## src/rtl/bdpsk_symbol_sequencer_pkg.sv

```systemverilog
// Shared constants and FSM encoding for the BDPSK symbol sequencer.
// The half-period offset is the ROM address step that yields a 180-degree carrier shift.
package bdpsk_symbol_sequencer_pkg;

  localparam int ADDR_W_DEF = 5;
  localparam int CARRIER_W  = 4;

  function automatic int half_offset(input int addr_w);
    return 1 << (addr_w - 1);
  endfunction

  localparam int HALF_OFS = half_offset(ADDR_W_DEF);

  typedef enum logic [1:0] {
    ST_IDLE   = 2'd0,
    ST_RUN    = 2'd1,
    ST_FINISH = 2'd2
  } state_t;

endpackage

```

## src/rtl/bdpsk_symbol_sequencer_if.sv

```systemverilog
// Bit-input handshake and DA-side signals of the BDPSK symbol sequencer.
// Handshake: bit_in is transferred on a rising clk edge where bit_valid and bit_ready are both 1;
// the source holds bit_in/bit_valid until that edge, bit_ready may depend on the current cycle's state.
interface bdpsk_symbol_sequencer_if #(
  parameter int ADDR_W = bdpsk_symbol_sequencer_pkg::ADDR_W_DEF
);

  logic              en;
  logic              re;
  logic              bit_in;
  logic              bit_valid;
  logic              bit_ready;
  logic [ADDR_W-1:0] address;
  logic              clk_DA;
  logic              blank_DA_n;
  logic              sync_DA_n;
  logic              sym_start;
  logic              underrun;

  modport master (
    output en, re, bit_in, bit_valid,
    input  bit_ready, address, clk_DA, blank_DA_n, sync_DA_n, sym_start, underrun
  );

  modport slave (
    input  en, re, bit_in, bit_valid,
    output bit_ready, address, clk_DA, blank_DA_n, sync_DA_n, sym_start, underrun
  );

endinterface

```

## src/rtl/bdpsk_bit_buffer.sv

```systemverilog
// One-entry holding register for the next data bit, with a bypass path so that a bit
// arriving in the same cycle as a symbol start is used immediately.
module bdpsk_bit_buffer (
  input  logic clk,
  input  logic rst_n,
  input  logic i_bit,
  input  logic i_valid,
  input  logic i_consume,
  output logic o_ready,
  output logic o_full,
  output logic o_have,
  output logic o_bit
);

  logic r_full;
  logic r_bit;

  // A consume frees the entry this cycle, so a new bit may be accepted alongside it.
  assign o_ready = !r_full || i_consume;
  assign o_full  = r_full;
  assign o_have  = r_full || i_valid;
  assign o_bit   = r_full ? r_bit : i_bit;

  always_ff @(posedge clk or negedge rst_n) begin
    if (!rst_n) begin
      r_full <= 1'b0;
      r_bit  <= 1'b0;
    end else if (i_consume) begin
      // Empty + valid is the bypass case: the bit is used directly and never stored.
      r_full <= r_full && i_valid;
      if (r_full && i_valid) begin
        r_bit <= i_bit;
      end
    end else if (!r_full && i_valid) begin
      r_full <= 1'b1;
      r_bit  <= i_bit;
    end
  end

endmodule

```

## src/rtl/bdpsk_symbol_sequencer.sv

```systemverilog
// BDPSK transmitter sequencer: walks a sine-ROM address through CYC_PER_SYM carrier periods
// per symbol and flips the carrier by half a period according to the (differential) data bit.
module bdpsk_symbol_sequencer
  import bdpsk_symbol_sequencer_pkg::*;
#(
  parameter int ADDR_W      = ADDR_W_DEF,
  parameter int CYC_PER_SYM = 4
) (
  input  logic                           clk,
  input  logic                           reset_n,
  bdpsk_symbol_sequencer_if.slave        bus,
  output state_t                         o_dbg_state
);

  localparam logic [ADDR_W-1:0]    HALF     = ADDR_W'(half_offset(ADDR_W));
  localparam logic [CARRIER_W-1:0] LAST_CYC = CARRIER_W'(CYC_PER_SYM - 1);

  state_t               r_state;
  logic [ADDR_W-1:0]    r_sample;
  logic [CARRIER_W-1:0] r_carrier;
  logic [ADDR_W-1:0]    r_address;
  logic                 r_phase;
  logic                 r_sym_start;
  logic                 r_underrun;
  logic                 r_blank_n;

  logic                 w_full;
  logic                 w_have;
  logic                 w_bit;
  logic                 w_active;
  logic                 w_sym_end;
  logic                 w_start;
  logic                 w_b;
  logic                 w_phase_nxt;
  logic [ADDR_W-1:0]    w_sample_nxt;
  logic [CARRIER_W-1:0] w_carrier_nxt;
  logic [ADDR_W-1:0]    w_addr_nxt;

  bdpsk_bit_buffer u_bit_buffer (
    .clk       (clk),
    .rst_n     (reset_n),
    .i_bit     (bus.bit_in),
    .i_valid   (bus.bit_valid),
    .i_consume (w_start),
    .o_ready   (bus.bit_ready),
    .o_full    (w_full),
    .o_have    (w_have),
    .o_bit     (w_bit)
  );

  assign w_active  = (r_state != ST_IDLE);
  assign w_sym_end = w_active && (&r_sample) && (r_carrier == LAST_CYC);

  // A symbol starts either from IDLE with a bit waiting, or back-to-back after the last sample.
  assign w_start = w_active ? (w_sym_end && bus.en) : (bus.en && w_full);

  // An empty holding register at a symbol start transmits a 0 bit.
  assign w_b         = w_have && w_bit;
  assign w_phase_nxt = !w_start ? r_phase : (bus.re ? (r_phase ^ w_b) : w_b);

  always_comb begin
    w_sample_nxt  = '0;
    w_carrier_nxt = '0;
    if (w_active && !w_sym_end) begin
      w_sample_nxt  = r_sample + 1'b1;
      w_carrier_nxt = (&r_sample) ? (r_carrier + 1'b1) : r_carrier;
    end
  end

  assign w_addr_nxt = w_sample_nxt + (w_phase_nxt ? HALF : '0);

  always_ff @(posedge clk or negedge reset_n) begin
    if (!reset_n) begin
      r_state     <= ST_IDLE;
      r_sample    <= '0;
      r_carrier   <= '0;
      r_address   <= '0;
      r_phase     <= 1'b0;
      r_sym_start <= 1'b0;
      r_underrun  <= 1'b0;
      r_blank_n   <= 1'b0;
    end else begin
      r_sample    <= w_sample_nxt;
      r_carrier   <= w_carrier_nxt;
      r_phase     <= w_phase_nxt;
      r_sym_start <= w_start;
      r_underrun  <= w_start && !w_have;
      case (r_state)
        ST_IDLE: begin
          if (w_start) begin
            r_state   <= ST_RUN;
            r_blank_n <= 1'b1;
            r_address <= w_addr_nxt;
          end else begin
            r_blank_n <= 1'b0;
            r_address <= '0;
          end
        end
        default: begin
          // Dropping en only takes effect once the current symbol has been fully sent.
          if (w_sym_end && !bus.en) begin
            r_state   <= ST_IDLE;
            r_blank_n <= 1'b0;
            r_address <= '0;
          end else begin
            r_state   <= bus.en ? ST_RUN : ST_FINISH;
            r_blank_n <= 1'b1;
            r_address <= w_addr_nxt;
          end
        end
      endcase
    end
  end

  assign bus.address    = r_address;
  assign bus.clk_DA     = clk;
  assign bus.blank_DA_n = r_blank_n;
  assign bus.sync_DA_n  = 1'b1;
  assign bus.sym_start  = r_sym_start;
  assign bus.underrun   = r_underrun;
  assign o_dbg_state    = r_state;

endmodule

```

## src/flat_wrapper.sv

```systemverilog
// flat-port wrapper written by rule: the top's interface ports become plain ports
module bdpsk_symbol_sequencer_flat import bdpsk_symbol_sequencer_pkg::*;
#(
  parameter int ADDR_W      = ADDR_W_DEF,
  parameter int CYC_PER_SYM = 4
)
  (clk, reset_n, o_dbg_state, bus_en, bus_re, bus_bit_in, bus_bit_valid, bus_bit_ready, bus_address, bus_clk_DA, bus_blank_DA_n, bus_sync_DA_n, bus_sym_start, bus_underrun);
  bdpsk_symbol_sequencer_if #(.ADDR_W(ADDR_W)) bus_i ();
  input  logic clk;
  input  logic reset_n;
  output state_t o_dbg_state;
  input wire logic [$bits(bus_i.en)-1:0] bus_en;
  input wire logic [$bits(bus_i.re)-1:0] bus_re;
  input wire logic [$bits(bus_i.bit_in)-1:0] bus_bit_in;
  input wire logic [$bits(bus_i.bit_valid)-1:0] bus_bit_valid;
  output wire logic [$bits(bus_i.bit_ready)-1:0] bus_bit_ready;
  output wire logic [$bits(bus_i.address)-1:0] bus_address;
  output wire logic [$bits(bus_i.clk_DA)-1:0] bus_clk_DA;
  output wire logic [$bits(bus_i.blank_DA_n)-1:0] bus_blank_DA_n;
  output wire logic [$bits(bus_i.sync_DA_n)-1:0] bus_sync_DA_n;
  output wire logic [$bits(bus_i.sym_start)-1:0] bus_sym_start;
  output wire logic [$bits(bus_i.underrun)-1:0] bus_underrun;
  assign bus_i.en = bus_en;
  assign bus_i.re = bus_re;
  assign bus_i.bit_in = bus_bit_in;
  assign bus_i.bit_valid = bus_bit_valid;
  assign bus_bit_ready = bus_i.bit_ready;
  assign bus_address = bus_i.address;
  assign bus_clk_DA = bus_i.clk_DA;
  assign bus_blank_DA_n = bus_i.blank_DA_n;
  assign bus_sync_DA_n = bus_i.sync_DA_n;
  assign bus_sym_start = bus_i.sym_start;
  assign bus_underrun = bus_i.underrun;
  bdpsk_symbol_sequencer #(.ADDR_W(ADDR_W), .CYC_PER_SYM(CYC_PER_SYM)) u_core (.clk(clk), .reset_n(reset_n), .bus(bus_i), .o_dbg_state(o_dbg_state));
endmodule
```

## config.mk

```make
export PLATFORM = sky130hd
export DESIGN_NAME = bdpsk_symbol_sequencer_flat
export DESIGN_NICKNAME = d
export VERILOG_FILES = /design/src/rtl/bdpsk_symbol_sequencer_pkg.sv /design/src/rtl/bdpsk_symbol_sequencer_if.sv /design/src/rtl/bdpsk_bit_buffer.sv /design/src/rtl/bdpsk_symbol_sequencer.sv /design/src/flat_wrapper.sv
export SDC_FILE = /design/constraint.sdc
export NUM_CORES = 1
export LEC_CHECK = 0
export CAP_MARGIN = 25
export CORE_MARGIN = 3
export CORE_UTILIZATION = 35
export CTS_CLUSTER_DIAMETER = 30
export DETAILED_ROUTE_END_ITERATION = 16
export GPL_ROUTABILITY_DRIVEN = 0
export PLACE_DENSITY = 0.61
export SLEW_MARGIN = 20
export SYNTH_ARGS = -nofsm -noshare
export SYNTH_HDL_FRONTEND = slang
export SYNTH_HIERARCHICAL = 1
export SYNTH_SLANG_ARGS = --single-unit
export TNS_END_PERCENT = 100
```

## constraint.sdc

```tcl
create_clock -name clk -period 2.45 [get_ports clk]
set_input_delay 0.3675 -clock clk [delete_from_list [all_inputs] [get_ports clk]]
set_output_delay 0.3675 -clock clk [all_outputs]
set_load 0.01 [all_outputs]
```

==> out/results.txt, run 1 <==
The flow ran to the end, and the final reports show no timing, DRC or antenna violations. The logs give 0.000558 µW for the static leakage power and 0.00116 mm² for the cell area reported after detailed placement. For the initial antenna violation count, the log shows 0.

The clock slew at the register clock pins of the worst setup and hold paths was 0.11 ns. Clock latency on the worst-skew pair, taken at its later pin, is 0.40 ns. The number of ports placed on the die boundary is 19. Dividing the detail-routed wire length by the instance count gives 11.5 µm.

For the first-iteration detailed-routing DRC count, the log shows 16. After floorplanning, the core was sized to cover 0.00252 mm². Cells with a size suffix above 1 make up 16.2% of the layout. The floorplan has 18 rows. The type of the worst min-delay path was input port to asynchronous set/reset pin. The first global-routing pass estimated 2.76 mm of wire. The average instance area after synthesis was 11.7 µm². Internal power comes to 684 µW. In the routed layout, each cell is associated on average with a via count of 4.74. Counting flops and latches in the post-synthesis netlist gives 22. For this block, the routed nets add up to 1.55 mm of wire. The detailed router placed 640 vias in this run. The share of synthesized area occupied by flip-flops and latches is 58.0%, and the shortest period the worst path allows is 2.28 ns. The die is 58.1 µm wide. The die is 58.1 µm tall. Total power for the finished layout comes to 939 µW. Of the post-synthesis cell area, the dominant cell type holds 58.0%. The cell with the most instances after synthesis is sky130_fd_sc_hd__dfrtp_1.

Summing every instance area after synthesis gives 950 µm². The final clock skew was 0.00441 ns; the count of flip-flops with a built-in enable after synthesis was 0. Yosys printed 6 warnings. Placed wire-length estimate: 1.10 mm. The run gives 648 as the via count of the first global-routing pass. During placement, the flow inserted port buffers numbering 17. In the post-synthesis netlist, the biggest area contributors are sky130_fd_sc_hd__dfrtp_1, sky130_fd_sc_hd__nor2_1, sky130_fd_sc_hd__ha_1.

The final antenna diode count was 0. Net switching is 27.1% of the power. STA classifies the critical path endpoint as an output pin. The run gives 0 as the number of pins exceeding their max-slew limit in the final report. The fraction of power consumed by combinational cells came out at 23.0%. Ranked by instance count, the synthesized netlist is headed by sky130_fd_sc_hd__dfrtp_1, sky130_fd_sc_hd__nor2_1, sky130_fd_sc_hd__nand2_1. Entering global routing, the biggest net connects 23 pins.

For the cell count after synthesis, the log shows 81. The total power per unit cell area was 776 mW/mm². For the data required time of the worst path, the log shows 2.08 ns. The area growth from synthesis to layout is 27.4%. The kind of critical path was clock port to output pin.

For this run the aggregate overflow at the end of global routing stands at 0. Once detail routing completed, the nets flagged for antenna violations numbered 0. The proportion of synthesized flip-flops having asynchronous set or reset is 100%.

The number of setup violations in the final report was 0. Summed over all instances, the cell type with the most area after synthesis is sky130_fd_sc_hd__dfrtp_1. Once the floorplan was initialized, standard cells occupied 37.6% of the core. Along the worst path, the maximum fanout reaches 2. The run gives 90 as the number of nets produced by synthesis. The tool flagged a number of max-cap violations equal to 0. The run gives 255 µW as the switching power.

STA classifies the critical path startpoint as a clock port. In the routed design, unresolved DRC markers number 0. Sequential cells account for 49.0% of the total power. The floorplan step defined a die boundary enclosing 0.00337 mm².

The arrival time at the worst endpoint was 1.91 ns. After layout, the worst path uses 93.0% of the clock period. TritonCTS built the clock tree. The finished cells cover 0.00121 mm². In the final timing run, aggregate negative setup slack is 0 ns. For the highest clock rate, the log shows 0.440 GHz. The most used flip-flop cell after synthesis is sky130_fd_sc_hd__dfrtp_1. Global routing consumed, over all layers together, 11.0% of the routing resources.

The filler cells instantiated in the layout total 249. Setup repair after global routing left no endpoint under its margin. The run gives 4 as the total iterations of the first detailed-routing run. The post-synthesis cell type count is 27, and the worst IR drop on VDD is 0.514 mV. The clock network is responsible for 28.0% of the overall power.

The number of nets in the finished design is 116. The final hold violation count was 0.
[power groups by stage]
stage	combinational, µW	clock (µW)	sequential (µW)
2_1_floorplan	104	33.6	477
3_3_place_gp	214	41.5	466
3_5_place_dp	216	41.5	468
4_1_cts	220	278	460
5_1_grt	241	304	470
6_report	216	263	460
[cells by family (layout without fill, tap and decap cells)]
family,Yosys count,in the layout,share of synthesized area [%]
compound gates,5,5,5.27
xor+xnor,5,5,4.61
fa+ha+maj,4,4,5.01
buf+inv,6,30,3.29
flops,22,22,58.0
mux,3,3,3.82
other cells,1,1,0.395
simple gates,35,35,19.6
[critical path, stage by stage]
cell and delay [ns]:
sky130_fd_sc_hd__clkbuf_4 0.10, sky130_fd_sc_hd__clkbuf_4 0.12, sky130_fd_sc_hd__clkdlybuf4s50_1 0.47
[layout make-up]
| class | instances | area (µm²) | area share (%) |
|---|---|---|---|
| Clock buffer | 7 | 55.1 | 4.55 |
| Multi-Input combinational cell | 53 | 370 | 30.6 |
| Inverter | 3 | 11.3 | 0.931 |
| Tap cell | 30 | 37.5 | 3.10 |
| Timing Repair Buffer | 20 | 185 | 15.3 |
| Sequential cell | 22 | 551 | 45.5 |
[registers in the layout, summed over array words and instances (netlist names), 2 cells and up]
name	cells
u_core/r_sample	5
u_core/o_dbg_state	2
u_core/r_carrier	4
u_core/bus.address	5
[routing by layer]
metal  track usage (%)  part of all wire [%]  vias to the layer above
met1              13.2                    46                      309
met4              9.27                   1.7                        0
met5                 0                     0                        -
li1                  -                     -                      314
met2              16.0                    46                       14
met3              3.34                   6.1                        3
[final timing paths]
path | startpoint | end | slack (ns) | depth (start not counted)
worst max-delay path | clk | bus_clk_DA | 0.17 | 3
worst max register to register | u_core/r_sample[0] | u_core/u_bit_buffer/r_bit | 0.49 | 9
min in group clk | u_core/u_bit_buffer/r_bit | u_core/u_bit_buffer/r_bit | 0.53 | 1
worst min-delay path | reset_n | u_core/r_sample[2] | 0.30 | 2
worst min register to register | u_core/u_bit_buffer/r_bit | u_core/u_bit_buffer/r_bit | 0.53 | 1
max in group asynchronous | reset_n | u_core/r_sample[4] | 1.94 | 2
[per-stage QoR]
| step | utilization, % | instances | hold slack, ns | setup WS (ns) |
|---|---|---|---|---|
| floorplan | - | 81 | 0.0719 | 0.375 |
| global placement | 46.0 | 128 | 0.470 | 0.183 |
| detailed placement | 46.0 | 128 | 0.479 | 0.153 |
| finish | 48.0 | 135 | 0.296 | 0.170 |
| global route | 48.0 | 135 | 0.292 | 0.0245 |
| CTS | 48.1 | 135 | 0.284 | 0.0152 |
[cell usage in the layout, fill, tap and decap left out]
cell and n:
sky130_fd_sc_hd__nor2_1 13, sky130_fd_sc_hd__conb_1 1, sky130_fd_sc_hd__clkbuf_2 1, sky130_fd_sc_hd__dfrtp_1 22, sky130_fd_sc_hd__maj3_1 1, sky130_fd_sc_hd__o31ai_2 1
sky130_fd_sc_hd__nand4bb_4 1, sky130_fd_sc_hd__a21oi_4 1, sky130_fd_sc_hd__nand2b_1 2, sky130_fd_sc_hd__ha_2 1, sky130_fd_sc_hd__clkdlybuf4s50_1 16, sky130_fd_sc_hd__and3_1 3
sky130_fd_sc_hd__xor2_1 3, sky130_fd_sc_hd__mux2_4 1, sky130_fd_sc_hd__mux2_2 1, sky130_fd_sc_hd__or2_0 1, sky130_fd_sc_hd__a22o_1 1, sky130_fd_sc_hd__nand3_1 3
sky130_fd_sc_hd__ha_1 2, sky130_fd_sc_hd__nand2_1 7, sky130_fd_sc_hd__inv_1 3, sky130_fd_sc_hd__nand4_1 2, sky130_fd_sc_hd__buf_4 4, sky130_fd_sc_hd__o21bai_1 1
sky130_fd_sc_hd__or2_1 1, sky130_fd_sc_hd__a21oi_1 1, sky130_fd_sc_hd__xnor2_1 2, sky130_fd_sc_hd__nor2b_1 2, sky130_fd_sc_hd__clkbuf_4 6, sky130_fd_sc_hd__mux2i_1 1
[repair_timing]
item,4_1_cts,5_1_grt
setup buffers,1,0
hold buffers,0,0
gates resized for setup,2,2
setup endpoints to repair,1,1
Power figures use the tool's default switching activity.
==> inputs of run 2 (changes only) <==
--- a/config.mk
+++ b/config.mk
@@ -10,8 +10,8 @@
 export CORE_UTILIZATION = 35
 export CTS_CLUSTER_DIAMETER = 30
 export DETAILED_ROUTE_END_ITERATION = 16
-export GPL_ROUTABILITY_DRIVEN = 0
-export PLACE_DENSITY = 0.61
+export GPL_ROUTABILITY_DRIVEN = 1
+export PLACE_DENSITY_LB_ADDON = 0.15
 export SLEW_MARGIN = 20
 export SYNTH_ARGS = -nofsm -noshare
 export SYNTH_HDL_FRONTEND = slang
==> out/results.txt, run 2 (synthesis results as in run 1) <==
The run finished with clean final reports. Length of routed met2 wiring: 730 µm (+1.4%). The endpoint identified for the worst register-to-register timing path is u_core/u_bit_buffer/r_bit.

The number of DRC violations after detailed routing is 0 (unchanged). The run gives 46.8% (-2.2 points) as the power share of the sequential group. The logs give 0 (unchanged) for the number of pins exceeding their max-slew limit in the final report and 11.1% (+0.13 points) for the total track usage. The worst IR drop on VDD was 0.558 mV (+8.5%); the final antenna diode count was 0 (unchanged).

The worst reg-to-reg setup slack was 0.48 ns (about the same). The power consumption came out at 985 µW (+4.9%). Static leakage power: 0.000565 µW (+1.3%). Initial antenna violation count: 0 (unchanged).

The tools report the startpoint of the most critical register-to-register path as u_core/r_sample[0]. The per-cell via count in the routed design is 4.68 (-1.4%). The detailed router used layers up to and including met4. The first-iteration detailed-routing DRC count is 7 (-9). Setup repair after global routing left no endpoint under its margin. The die area is 0.00337 mm² (unchanged). Most common cell after layout, fill and taps aside: sky130_fd_sc_hd__dfrtp_1. The vertical die dimension was 58.1 µm (unchanged).

The run gives 1.94 ns (+0.03 ns) as the arrival time at the worst endpoint. The placeable core region was 0.00252 mm² (unchanged); the met3 layer wire length in the routed design was 90 µm (-4.3%). The number of ports placed on the die boundary is 19 (unchanged). For the max capacitance violation total, the log shows 0 (unchanged). The run gives 0 (unchanged) as the overflow left after global routing.

The final hold violation count is 0 (unchanged). The wire length of the first global-routing pass is 2.84 mm (+2.7%), and the switching power is 267 µW (+5.0%). The clock insertion delay at the later pin of the skew report is 0.41 ns (about the same). The number of cells traversed by the worst register-to-register path is 9 (unchanged).

The switching share of power came out at 27.1% (about the same). The setup path with the least slack is of type flip-flop to output pin. Average wire length per cell after detail routing: 11.7 µm (+1.8%). From synthesis to final layout, the design area changed by 28.9%.

The routed length on met1 came out at 746 µm (+5.1%). Total power per unit cell area: 805 mW/mm² (+3.7%). The count of standard-cell rows was 18 (unchanged); the detailed-route via count was 636 (-0.63%). The number of setup violations in the final report came out at 0 (unchanged). TritonCTS built the clock tree. The die extent in x is 58.1 µm (unchanged), and the placed wire-length estimate is 1.09 mm (-1.3%). The port buffer count was 17 (unchanged); the total of hold buffers inserted after clock tree synthesis was 0 (unchanged). The worst setup path is captured at an output pin. Total iterations of the first detailed-routing run: 4 (unchanged).

The logs give 718 µW (+4.9%) for the internal power and 22.0% (-1.0 points) for the fraction of power consumed by combinational cells. The tools report the initial core utilization as 37.6% (unchanged). The clock slew at the register clock pins of the worst setup and hold paths works out to 0.12 ns (about the same).

In the layout the commonest cells are sky130_fd_sc_hd__dfrtp_1, sky130_fd_sc_hd__clkdlybuf4s50_1, sky130_fd_sc_hd__nor2_1. The global placement routability congestion is 0.682, and the final total negative setup slack is 0 ns (unchanged). The run gives 1.59 mm (+2.5%) as the sum of routed wire length over all layers. The tools report the number of nets in the finished design as 116 (unchanged). The tools report the final antenna-violating net count as 0 (unchanged). The logs give 0.00333 ns (-0.00108 ns) for the final clock skew and 23 (unchanged) for the largest net degree at the start of global routing. The shortest period the worst path allows works out to 2.30 ns (+0.0235 ns). The type of the worst min-delay path was input port to asynchronous set/reset pin.

The final worst-path cycle share is 94.0% (+0.96 points). The ratio of cells with drive above 1 in the final layout was 17.0% (+0.79 points); the via count of the first global-routing pass was 661 (+2.0%). The highest clock rate is 0.434 GHz (-1.3%). Type of element launching the critical path: a flip-flop. Peak fanout along the critical path: 4 (+2). The logs give 2.08 ns (about the same) for the data required time of the worst path and 31.2% (+3.2 points) for the portion of total power attributed to the clock network.
[run 2: cell types whose count changed in the layout (fill, tap and decap cells not counted), sizes merged]
cell / previous run / this run
clkbuf: 7 / 8
[run 2: layout make-up]
class                           instances  area (µm²)
Sequential cell                        22         551
Fill cell                             252        1300
Inverter                                3        11.3
Tap cell                               30        37.5
Multi-Input combinational cell         53         370
Timing Repair Buffer                   20         185
Clock buffer                            8        68.8
[run 2: stage by stage]
stage	hold WS (ns)	instances	utilization (%)	worst slack [ns]	cell area, µm²
floorplan	0.0719	81	-	0.375	950
global placement	0.469	128	46.0	0.178	1160
detailed placement	0.479	128	46.0	0.134	1160
CTS	0.286	136	48.7	0.0147	1230
global route	0.290	136	48.5	0.0255	1220
finish	0.286	136	48.5	0.147	1220
[run 2: worst max-delay path by stage]
stage	start	end	slack [ns]	cells past startpoint
floorplan	u_core/r_sample[0]	u_core/u_bit_buffer/r_bit	0.37	8
global placement	u_core/r_sample[0]	bus_bit_ready	0.18	7
detailed placement	u_core/r_sample[0]	bus_bit_ready	0.13	7
CTS	u_core/r_sample[0]	bus_bit_ready	0.01	7
global route	u_core/r_sample[0]	bus_bit_ready	0.03	7
finish	u_core/r_sample[0]	bus_bit_ready	0.15	7
[run 2: what timing repair did]
item / CTS / global route
setup buffers: 1 / 0
endpoints found under the hold margin: 0 / 0
gates resized for setup: 3 / 1
endpoints found under the setup margin: 1 / 1
[run 2: critical path, cell delays in order, from the launching register on]
cell and delay (ns):
sky130_fd_sc_hd__dfrtp_1 0.37, sky130_fd_sc_hd__ha_1 0.18, sky130_fd_sc_hd__and3_1 0.18, sky130_fd_sc_hd__ha_2 0.21, sky130_fd_sc_hd__nand4bb_4 0.15, sky130_fd_sc_hd__a21oi_4 0.17
sky130_fd_sc_hd__nand2b_1 0.13, sky130_fd_sc_hd__clkbuf_2 0.14
[run 2: power by group through the flow]
stage	logic [µW]	registers, µW	clock network (µW)
after floorplan	104	477	33.6
after global routing	245	468	338
after detailed placement	216	469	41.5
after CTS	221	460	321
final	217	461	307
after global placement	214	467	41.5
[run 2: routing by layer]
metal  vias to the layer above  track usage, %
met4                         0            4.97
met5                         -               0
met2                        16            16.6
met1                       301            13.8
li1                        316               -
met3                         3            5.12
